**config.mk**
```make
export PLATFORM = sky130hd
export DESIGN_NAME = oct_scan_cnt_flat
export DESIGN_NICKNAME = d
export VERILOG_FILES = /design/src/rtl/oct_scan_cnt_if.sv /design/src/rtl/oct_scan_cnt.sv /design/src/flat_wrapper.sv
export SDC_FILE = /design/constraint.sdc
export NUM_CORES = 1
export LEC_CHECK = 0
export CORE_ASPECT_RATIO = 1.4
export CORE_MARGIN = 3
export CORE_UTILIZATION = 63
export DETAILED_ROUTE_END_ITERATION = 8
export GPL_TIMING_DRIVEN = 1
export PLACE_DENSITY = 0.82
export SETUP_SLACK_MARGIN = 0.1
export SYNTH_ARGS = -nofsm -noshare
export SYNTH_HDL_FRONTEND = slang
export SYNTH_SLANG_ARGS = --single-unit
```
**constraint.sdc**
```tcl
create_clock -name clk -period 5.8 [get_ports clk]
set_clock_uncertainty 0.15 [all_clocks]
set_input_delay 0.87 -clock clk [delete_from_list [all_inputs] [get_ports clk]]
set_output_delay 0.87 -clock clk [all_outputs]
set_load 0.02 [all_outputs]
```
**src/rtl/oct_scan_cnt_if.sv**
```systemverilog
// Control/display bundle for oct_scan_cnt. Port `up` exists only when CNT_DOWN_EN is defined.
interface oct_scan_cnt_if;
  logic       btn;
  logic       clr;
`ifdef CNT_DOWN_EN
  logic       up;
`endif
  logic [2:0] dig0;
  logic [2:0] dig1;
  logic [2:0] dig2;
  logic [2:0] dig3;
  logic [1:0] clk_ctl;
  logic       running;
  logic       wrap;

  modport master (
    output btn, clr,
`ifdef CNT_DOWN_EN
    output up,
`endif
    input  dig0, dig1, dig2, dig3, clk_ctl, running, wrap
  );

  modport slave (
    input  btn, clr,
`ifdef CNT_DOWN_EN
    input  up,
`endif
    output dig0, dig1, dig2, dig3, clk_ctl, running, wrap
  );
endinterface

```
**src/rtl/oct_scan_cnt.sv**
```systemverilog
// Four-digit octal start/stop counter with prescaled tick and free-running digit-scan select.
// Optional down-counting is enabled by defining macro CNT_DOWN_EN.
module oct_scan_cnt #(
  parameter int unsigned TICK_DIV = 100000000,
  parameter int unsigned SCAN_W   = 18
) (
  input logic           clk,
  input logic           rst_n,
  oct_scan_cnt_if.slave bus
);
  localparam int unsigned PW = (TICK_DIV > 1) ? $clog2(TICK_DIV) : 1;

  typedef enum logic {STOP, RUN} state_t;

  state_t            state, state_nxt;
  logic [SCAN_W-1:0] scan;
  logic [PW-1:0]     presc;
  logic [11:0]       cnt;
  logic [11:0]       cnt_nxt;
  logic              carry;
  logic              wrap_q;
  logic              btn_q;
  logic              armed;
  logic              btn_rise;
  logic              tick;
  logic              dir_up;

  assign tick = (presc == PW'(TICK_DIV - 1));

  // armed stays low until btn has been seen low, so a button held through reset never toggles
  assign btn_rise = bus.btn & ~btn_q & armed;

`ifdef CNT_DOWN_EN
  assign dir_up = bus.up;
`else
  assign dir_up = 1'b1;
`endif

  always_ff @(posedge clk or negedge rst_n) begin
    if (!rst_n) begin
      scan  <= '0;
      presc <= '0;
      btn_q <= 1'b0;
      armed <= 1'b0;
      state <= STOP;
    end else begin
      scan  <= scan + SCAN_W'(1);
      btn_q <= bus.btn;
      armed <= armed | ~bus.btn;
      state <= state_nxt;
      if (bus.clr || tick) presc <= '0;
      else                 presc <= presc + PW'(1);
    end
  end

  always_comb begin
    state_nxt = state;
    if (btn_rise) state_nxt = (state == RUN) ? STOP : RUN;
  end

  // Packed 3-bit digits form a plain binary word, so octal carry/borrow is ordinary +/-1;
  // the 13th bit is the overflow/underflow out of the top digit.
  always_comb begin
    cnt_nxt = cnt;
    carry   = 1'b0;
    if (dir_up) {carry, cnt_nxt} = {1'b0, cnt} + 13'd1;
    else        {carry, cnt_nxt} = {1'b0, cnt} - 13'd1;
  end

  always_ff @(posedge clk or negedge rst_n) begin
    if (!rst_n) begin
      cnt    <= '0;
      wrap_q <= 1'b0;
    end else if (bus.clr) begin
      cnt    <= '0;
      wrap_q <= 1'b0;
    end else if (tick && state == RUN) begin
      cnt    <= cnt_nxt;
      wrap_q <= carry;
    end else begin
      wrap_q <= 1'b0;
    end
  end

  assign bus.dig0    = cnt[11:9];
  assign bus.dig1    = cnt[8:6];
  assign bus.dig2    = cnt[5:3];
  assign bus.dig3    = cnt[2:0];
  assign bus.clk_ctl = scan[SCAN_W-1:SCAN_W-2];
  assign bus.running = (state == RUN);
  assign bus.wrap    = wrap_q;
endmodule

```
**src/flat_wrapper.sv**
```systemverilog
// flat-port wrapper written by rule: the top's interface ports become plain ports
module oct_scan_cnt_flat 
#(
  parameter int unsigned TICK_DIV = 100000000,
  parameter int unsigned SCAN_W   = 18
)
  (clk, rst_n, bus_btn, bus_clr, bus_dig0, bus_dig1, bus_dig2, bus_dig3, bus_clk_ctl, bus_running, bus_wrap);
  oct_scan_cnt_if bus_i ();
  input logic clk;
  input logic rst_n;
  input wire logic [$bits(bus_i.btn)-1:0] bus_btn;
  input wire logic [$bits(bus_i.clr)-1:0] bus_clr;
  output wire logic [$bits(bus_i.dig0)-1:0] bus_dig0;
  output wire logic [$bits(bus_i.dig1)-1:0] bus_dig1;
  output wire logic [$bits(bus_i.dig2)-1:0] bus_dig2;
  output wire logic [$bits(bus_i.dig3)-1:0] bus_dig3;
  output wire logic [$bits(bus_i.clk_ctl)-1:0] bus_clk_ctl;
  output wire logic [$bits(bus_i.running)-1:0] bus_running;
  output wire logic [$bits(bus_i.wrap)-1:0] bus_wrap;
  assign bus_i.btn = bus_btn;
  assign bus_i.clr = bus_clr;
  assign bus_dig0 = bus_i.dig0;
  assign bus_dig1 = bus_i.dig1;
  assign bus_dig2 = bus_i.dig2;
  assign bus_dig3 = bus_i.dig3;
  assign bus_clk_ctl = bus_i.clk_ctl;
  assign bus_running = bus_i.running;
  assign bus_wrap = bus_i.wrap;
  oct_scan_cnt #(.TICK_DIV(TICK_DIV), .SCAN_W(SCAN_W)) u_core (.clk(clk), .rst_n(rst_n), .bus(bus_i));
endmodule
```
Word level (Yosys, flattened, before mapping)
Index checks and enable logic that the tools add are counted.
{"block": "word_totals", "reg_bits": 61, "input_bits": 4, "out_inout_bits": 16, "wordCells": 25}
{"block": "classes", "addsub": 3, "eq_ne": 1, "muxes": 6, "n_bitwise": 5, "reduce_logical": 3}
{"cell": "$add 27x1->27 const B", "count": 1}
{"cell": "$eq 27x27->1 const B", "count": 1}
{"cell": "$mux 27", "count": 1}
{"cell": "$mux 12", "count": 2}
{"cell": "$add 18x1->18 const B", "count": 1}
{"cell": "$add 12x1->13 const B", "count": 1}
{"cell": "$mux 1", "count": 3}
{"cell": "$and 1x1->1", "count": 2}
{"cell": "$not 1->1", "count": 2}
{"cell": "$reduce_bool 2->1", "count": 1}
{"cell": "$logic_and 1x1->1", "count": 1}
{"cell": "$logic_or 1x1->1", "count": 1}
{"cell": "$or 1x1->1", "count": 1}

Longest topological paths before layout
Gate-level depths: netlist of run 1.
{"block": "depth", "depth_word": 4, "ltp_mapped": 7, "depth_no_buf": 6}

Worst setup path after synthesis of run 1
Ideal clock, no wire load.
{"block": "synth_timing", "kind": "flip-flop to flip-flop", "from": "register u_core.presc[0]", "to": "register u_core.cnt[11]", "setup_time_ns": 0.076, "arrival_ns": 1.922, "t_required_ns": 5.574, "slack_ns": 3.651, "stages_incl_launch_ff": 7, "n_path_buf": 0, "period_less_slack_ns": 2.149, "cell_sequence": "dfrtp_1 ha_1 nand3_1 or3_4 nor4_4 or4b_1 o21ai_1"}
{"block": "synth_between", "elab_chain_len": 3}
{"element": "start, declared", "line": "oct_scan_cnt.sv:17", "text": "logic [PW-1:0] presc;"}
{"element": "start signal, assigned", "line": "oct_scan_cnt.sv:52", "text": "else presc <= presc + PW'(1);"}
{"element": "$eq 27x27->1", "line": "oct_scan_cnt.sv:28", "text": "assign tick = (presc == PW'(TICK_DIV - 1));"}
{"element": "$logic_and 1x1->1", "line": "oct_scan_cnt.sv:77", "text": "end else if (tick && state == RUN) begin"}
{"element": "$reduce_bool 2->1 (no line)"}
{"element": "end signal, assigned", "line": "oct_scan_cnt.sv:78", "text": "cnt <= cnt_nxt;"}
{"element": "end, declared", "line": "oct_scan_cnt.sv:18", "text": "logic [11:0] cnt;"}
Every way passes these cells.
A chain may end at the register's enable or synchronous reset.

Final worst setup path of run 1
{"block": "layout_timing", "from": "input port bus_clr", "to": "register u_core.presc[16]"}
{"block": "layout_between", "elab_chain_len": 2}
{"element": "start, declared", "line": "flat_wrapper.sv:12", "text": "input wire logic [$bits(bus_i.clr)-1:0] bus_clr;"}
{"element": "$logic_or 1x1->1", "line": "oct_scan_cnt.sv:51", "text": "if (bus.clr || tick) presc <= '0;"}
{"element": "$mux 27", "line": "oct_scan_cnt.sv:51"}
Every way passes these cells.

==> results.toml, run 1 <==
[status]
outcome = "complete, no violations"

[place]
port_buffers = 19
hpwlAfterDp_um = 4010
placed_cells = 358
routabilityCongestion = 0.778

[route]
vias_per_cell = 5.79
met1_length_um = 2270
avgRoutedWirePerCell_um = 15.2
drt_wl_total_um = 5680
drtPass1Iterations = 4
route.detailed.drc = 0
postRouteAntennaNets = 0
wl_met2_um = 3050
drt_iter0_markers = 137
vias = 2158
met3_length_um = 177
dr.max_layer_used = "met4"

[floorplan]
io_pins = 20
die_w_um = 63.5
die_h_um = 86.5
core.rowCount = 28
core_um2 = 4340
start_util_pct = 67.1
die_area_um2 = 5490

[power]
p_leak_uw = 0.00139
ir_drop_uv = 170
p_per_area_nw_per_um2 = 265

[worst_setup_path]
cp_num_buf_inv = 2
cp.required_ns = 5.82
cp_max_fo = 21
reg2reg_slack_ns = 3.32
worstReg2RegEnd = "u_core.presc[16]$_DFF_PN0_"
start_kind = "input port"
worstSetupPathType = "in2reg"
reg2reg_from = "u_core.presc[0]$_DFF_PN0_"
crit_path_top_delay_cell = "clkdlybuf4s50_1"
rr_worst_depth = 6
arrival_ns = 2.70
endpoint_kind = "flop"
crit_family = "buffers and inverters"
path_cells = "clkdlybuf4s50_1, inv_1, nand2_1, nor2_1"
slowest_delay_ns = 0.91

[sta]
period_share_pct = 46.2
hold_viol = 0
rsz0062_at_grt = "no"
tightest_slew_ns = 0.738
fmax_ghz = 0.373
final.setup.tns_ns = 0
relSlewSlack_pct = 50.8
slew_viol_final = 0
setup_viol = 0
min_period_ns = 2.68

[cts]
post_cts_resized = 0
cts.path.max_buffers = 2
worstSkewPairLatency_ns = 0.34
cts.clk_slew.worst_paths_ns = 0.07
cts-buffers-inserted = 9
cts_setup_buffers = 0
cts_root_buffer = "clkbuf_8"
ctsHoldBuffers = 0
cts.sinks = 61
tritoncts = "yes"
htreeDepth = 3

[logic_synthesis]
avgSynthCellArea_um2 = 10.2
netlist_instances = 285
ys_top_cells_by_area = "dfrtp_1, xnor2_1, nor2_1, nand2_1, xor2_1"
synth_seq_area_share_pct = 52.4
ys_types = 41
ys_warn_count = 0
synth_flop_cell = "dfrtp_1"
synth-edff-count = 0
synth_fp_nets = 292
synth_seq_cells = 61
syn_area_um2 = 2910
async_flop_share_pct = 100
synth_most_common_cell = "dfrtp_1"
yosysTopAreaCell = "dfrtp_1"
synth_top_area_share_pct = 52.4
synthTopCellsByCount = "dfrtp_1, nor2_1, xnor2_1"

[grt]
grt_antenna_before_repair = 0
grt_start_max_net_pins = 62
grt_pass1_vias = 2199
grt.overflow.total = 0
grt_pass1_wl_um = 9820
grtUsageTotal_pct = 23.2

[cells_and_area]
final_cells = 373
syn_to_final_growth_pct = 15.2
fillCellCount = 316
fin_nets = 316
antennaDiodeCount = 0
drive_gt1_share_pct = 8.95
utilization_pct = 77.3

[run]
cap_violations = 0

[min_path]
hold_end = "u_core.armed$_DFF_PN0_"
hold_path_class = "reg2reg"
hold_start = "u_core.armed$_DFF_PN0_"
holdPathStages = 1
-- cell usage in the layout, fill, tap and decap left out, types with 3 or more instances in the layout --
master / netlist / layout
dfrtp_1: 61 / 61
nor3_1: 7 / 7
clkbuf_8: 0 / 10
o21ai_0: 3 / 3
nand4_1: 12 / 12
xor2_1: 12 / 12
or3_1: 3 / 3
nand3_1: 14 / 14
inv_1: 9 / 9
nor2_1: 41 / 41
nor4_1: 7 / 7
and4_1: 5 / 5
or4_1: 3 / 3
o31ai_1: 3 / 3
ha_1: 3 / 3
a21oi_1: 7 / 7
clkdlybuf4s50_1: 0 / 18
xnor2_1: 31 / 31
nand2_1: 28 / 28
and3_1: 6 / 6
-- per-stage QoR --
| step | total power, µW | setup WS, ns | cell area [µm²] | hold WS [ns] |
|---|---|---|---|---|
| floorplan | 467 | 3.65 | 2910 | 0.284 |
| global route | 917 | 3.02 | 3360 | 0.338 |
| detailed placement | 490 | 2.81 | 3140 | 0.309 |
| global placement | 489 | 2.91 | 3140 | 0.300 |
| finish | 889 | 3.12 | 3360 | 0.322 |
| CTS | 894 | 3.16 | 3360 | 0.328 |
-- how the worst max path moves through the flow --
stage,start,end,cells after the start
global placement,bus_clr,u_core.presc[23]$_DFF_PN0_,4
finish,bus_clr,u_core.presc[16]$_DFF_PN0_,4
floorplan,u_core.presc[0]$_DFF_PN0_,u_core.cnt[11]$_DFFE_PN0P_,6
CTS,bus_clr,u_core.presc[16]$_DFF_PN0_,4
global route,bus_clr,u_core.presc[15]$_DFF_PN0_,4
detailed placement,bus_clr,u_core.presc[16]$_DFF_PN0_,4
-- sequential cells by signal, indices dropped and copies added, names as in the netlist --
name	count
u_core.armed	1
u_core.btn_q	1
u_core.bus.running	1
u_core.bus.wrap	1
u_core.cnt	12
u_core.presc	27
u_core.scan	18
-- logic make-up (layout without fill, tap and decap cells) --
kind of cell,Yosys count,in the layout,synth area share (%)
AND/OR/NAND/NOR,142,142,26.4
flip-flops,61,61,52.4
XOR/XNOR,43,43,12.9
AO/OA/AOI/OAI,19,19,4.16
buffers and inverters,16,44,2.49
adder cells (fa/ha/maj),3,3,1.29
multiplexers,1,1,0.344
-- per-layer routing --
metal / vias up / global-route usage [%]
met5: - / 0
met4: 0 / 12.2
met3: 19 / 5.32
met2: 46 / 40.7
met1: 1056 / 26.4
li1: 1037 / -
-- area by class of cell --
class	instances	area (µm²)	area share [%]
flip-flops and latches	61	1530	45.5
clock inverters	4	72.6	2.16
inverters	9	33.8	1.01
multi-input cells	208	1320	39.2
clock buffers	11	141	4.21
well taps	60	75.1	2.24
repair buffers	20	193	5.74
-- report_power, final --
group,switching (µW),internal (µW),total (µW)
combinational,24.3,14.3,38.6
sequential,10.3,433,443
clock,156,251,407
Power figures use the tool's default switching activity.
==> run 2, diff against run 1 <==
--- a/config.mk
+++ b/config.mk
@@ -7,10 +7,10 @@
 export LEC_CHECK = 0
 export CORE_ASPECT_RATIO = 1.4
 export CORE_MARGIN = 3
-export CORE_UTILIZATION = 63
+export CORE_UTILIZATION = 53
 export DETAILED_ROUTE_END_ITERATION = 8
 export GPL_TIMING_DRIVEN = 1
-export PLACE_DENSITY = 0.82
+export PLACE_DENSITY = 0.74
 export SETUP_SLACK_MARGIN = 0.1
 export SYNTH_ARGS = -nofsm -noshare
 export SYNTH_HDL_FRONTEND = slang
==> constraint.sdc (replaced) <==
create_clock -name clk -period 2.41 [get_ports clk]
set_clock_uncertainty 0.15 [all_clocks]
set_input_delay 0.3615 -clock clk [delete_from_list [all_inputs] [get_ports clk]]
set_output_delay 0.3615 -clock clk [all_outputs]
set_load 0.02 [all_outputs]
==> results.toml, run 2 (synthesis gave the netlist of run 1 again) <==
[floorplan]
die_area_um2 = 6440
core.rowCount = 31
io_pins = 20
die_w_um = 68.7
core_um2 = 5240
die_h_um = 93.7
start_util_pct = 55.7

[cells_and_area]
drive_gt1_share_pct = 12.1
top_register = "u_core.presc"
largest_register_ffs = 27
mostFrequentLayoutCell = "dfrtp_1"
largestRegisters = "u_core.presc (27), u_core.scan (18), u_core.cnt (12)"
syn_to_final_growth_pct = 19.5
layout_common_cells = "dfrtp_1, nor2_1, xnor2_1"
utilization_pct = 66.5
antennaDiodeCount = 0
fin_nets = 324

[sta]
fmax_ghz = 0.451
setup_viol = 0
relSlewSlack_pct = 66.9
rsz0062_at_grt = "no"
period_share_pct = 92.1
tightest_slew_ns = 0.493
min_period_ns = 2.22
final.setup.tns_ns = 0
slew_viol_final = 0
hold_viol = 0
worst_slack_ns = 0.192

[place]
port_buffers = 19
hpwlAfterDp_um = 3800
routabilityCongestion = 0.791
place_ws_ns = 0.166

[min_path]
holdPathStages = 1
hold_path_class = "reg2reg"
hold_end = "u_core.scan[5]$_DFF_PN0_"
hold_start = "u_core.scan[5]$_DFF_PN0_"

[worst_setup_path]
reg2reg_from = "u_core.presc[0]$_DFF_PN0_"
endpoint_kind = "flop"
worstSetupPathType = "reg2reg"
cp_max_fo = 5
critPathLaunch = "u_core.presc[0]$_DFF_PN0_"
rr_worst_depth = 6
reg2reg_slack_ns = 0.19
arrival_ns = 2.34
start_kind = "flop"
cp.required_ns = 2.53
worstReg2RegEnd = "u_core.cnt[11]$_DFFE_PN0P_"

[cts]
cts.path.max_buffers = 2
cts.clk_slew.worst_paths_ns = 0.07
cts_root_buffer = "clkbuf_8"
tritoncts = "yes"
htreeDepth = 3
cts.sinks = 61
cts-buffers-inserted = 9
worstSkewPairLatency_ns = 0.34

[route]
drt_wl_total_um = 5730
vias = 2169
route.detailed.drc = 0
vias_per_cell = 5.59
avgRoutedWirePerCell_um = 14.8
drtPass1Iterations = 4
postRouteAntennaNets = 0
drt_iter0_markers = 150

[grt]
grt.overflow.total = 0
grt_start_max_net_pins = 62
grt_antenna_before_repair = 0
grt_pass1_vias = 2227
grtUsageTotal_pct = 20.2
grt_pass1_wl_um = 9750

[power]
p_leak_uw = 0.00145
p_per_area_nw_per_um2 = 631
ir_drop_uv = 407

[run]
cap_violations = 0

[status]
outcome = "complete, no violations"
-- run 2: metal layers --
metal  track usage (%)  part of all wire (%)  vias up
met4              7.96                   1.6        0
met2              33.5                    54       32
li1                  -                     -     1051
met3              7.43                   3.3        9
met5                 0                     0        -
met1              22.9                    41     1077
-- run 2: layout make-up --
| cell class | instances | area [µm²] |
|---|---|---|
| inverter | 9 | 33.8 |
| clock buffer | 12 | 155 |
| multi-input combinational | 208 | 1350 |
| fill | 421 | 1750 |
| timing repair buffer | 28 | 268 |
| tap | 66 | 82.6 |
| clock inverter | 4 | 70.1 |
| sequential | 61 | 1530 |
-- run 2: worst max path at each step --
stage,endpoint,slack (ns),cells after the start
3_3_place_gp,u_core.cnt[7]$_DFFE_PN0P_,0.25,6
3_5_place_dp,u_core.cnt[5]$_DFFE_PN0P_,0.17,6
5_1_grt,u_core.cnt[11]$_DFFE_PN0P_,0.1,6
4_1_cts,u_core.cnt[7]$_DFFE_PN0P_,0.10,6
2_1_floorplan,u_core.cnt[11]$_DFFE_PN0P_,0.26,6
6_report,u_core.cnt[11]$_DFFE_PN0P_,0.19,6
-- run 2: worst max-delay path, stage by stage, from the launching register on --
cell     delay, ns
dfrtp_1       0.40
ha_2          0.26
nand3_2       0.14
or3_4         0.39
nor4_4        0.29
or4b_1        0.45
o21ai_1       0.08
-- run 2: power breakdown --
group	switching [µW]	total, µW	internal [µW]
Sequential	26.1	1070	1040
Combinational	62.0	104	41.7
Clock	390	1030	635
-- run 2: repair_timing --
action / 4_1_cts / 5_1_grt
hold buffers: 1 / 0
setup endpoints to repair: 0 / 14
gates resized for setup: 0 / 7
endpoints found under the hold margin: 61 / 0
setup buffers: 0 / 1
-- run 2: through the flow --
stage          hold slack (ns)  cells  cell area [µm²]  power [µW]
3_5_place_dp             0.243    370             3210        1190
4_1_cts                  0.318    387             3440        2220
5_1_grt                  0.329    388             3480        2280
2_1_floorplan          -0.0841    285             2910        1120
3_3_place_gp             0.243    370             3210        1190
6_report                 0.317    388             3480        2200
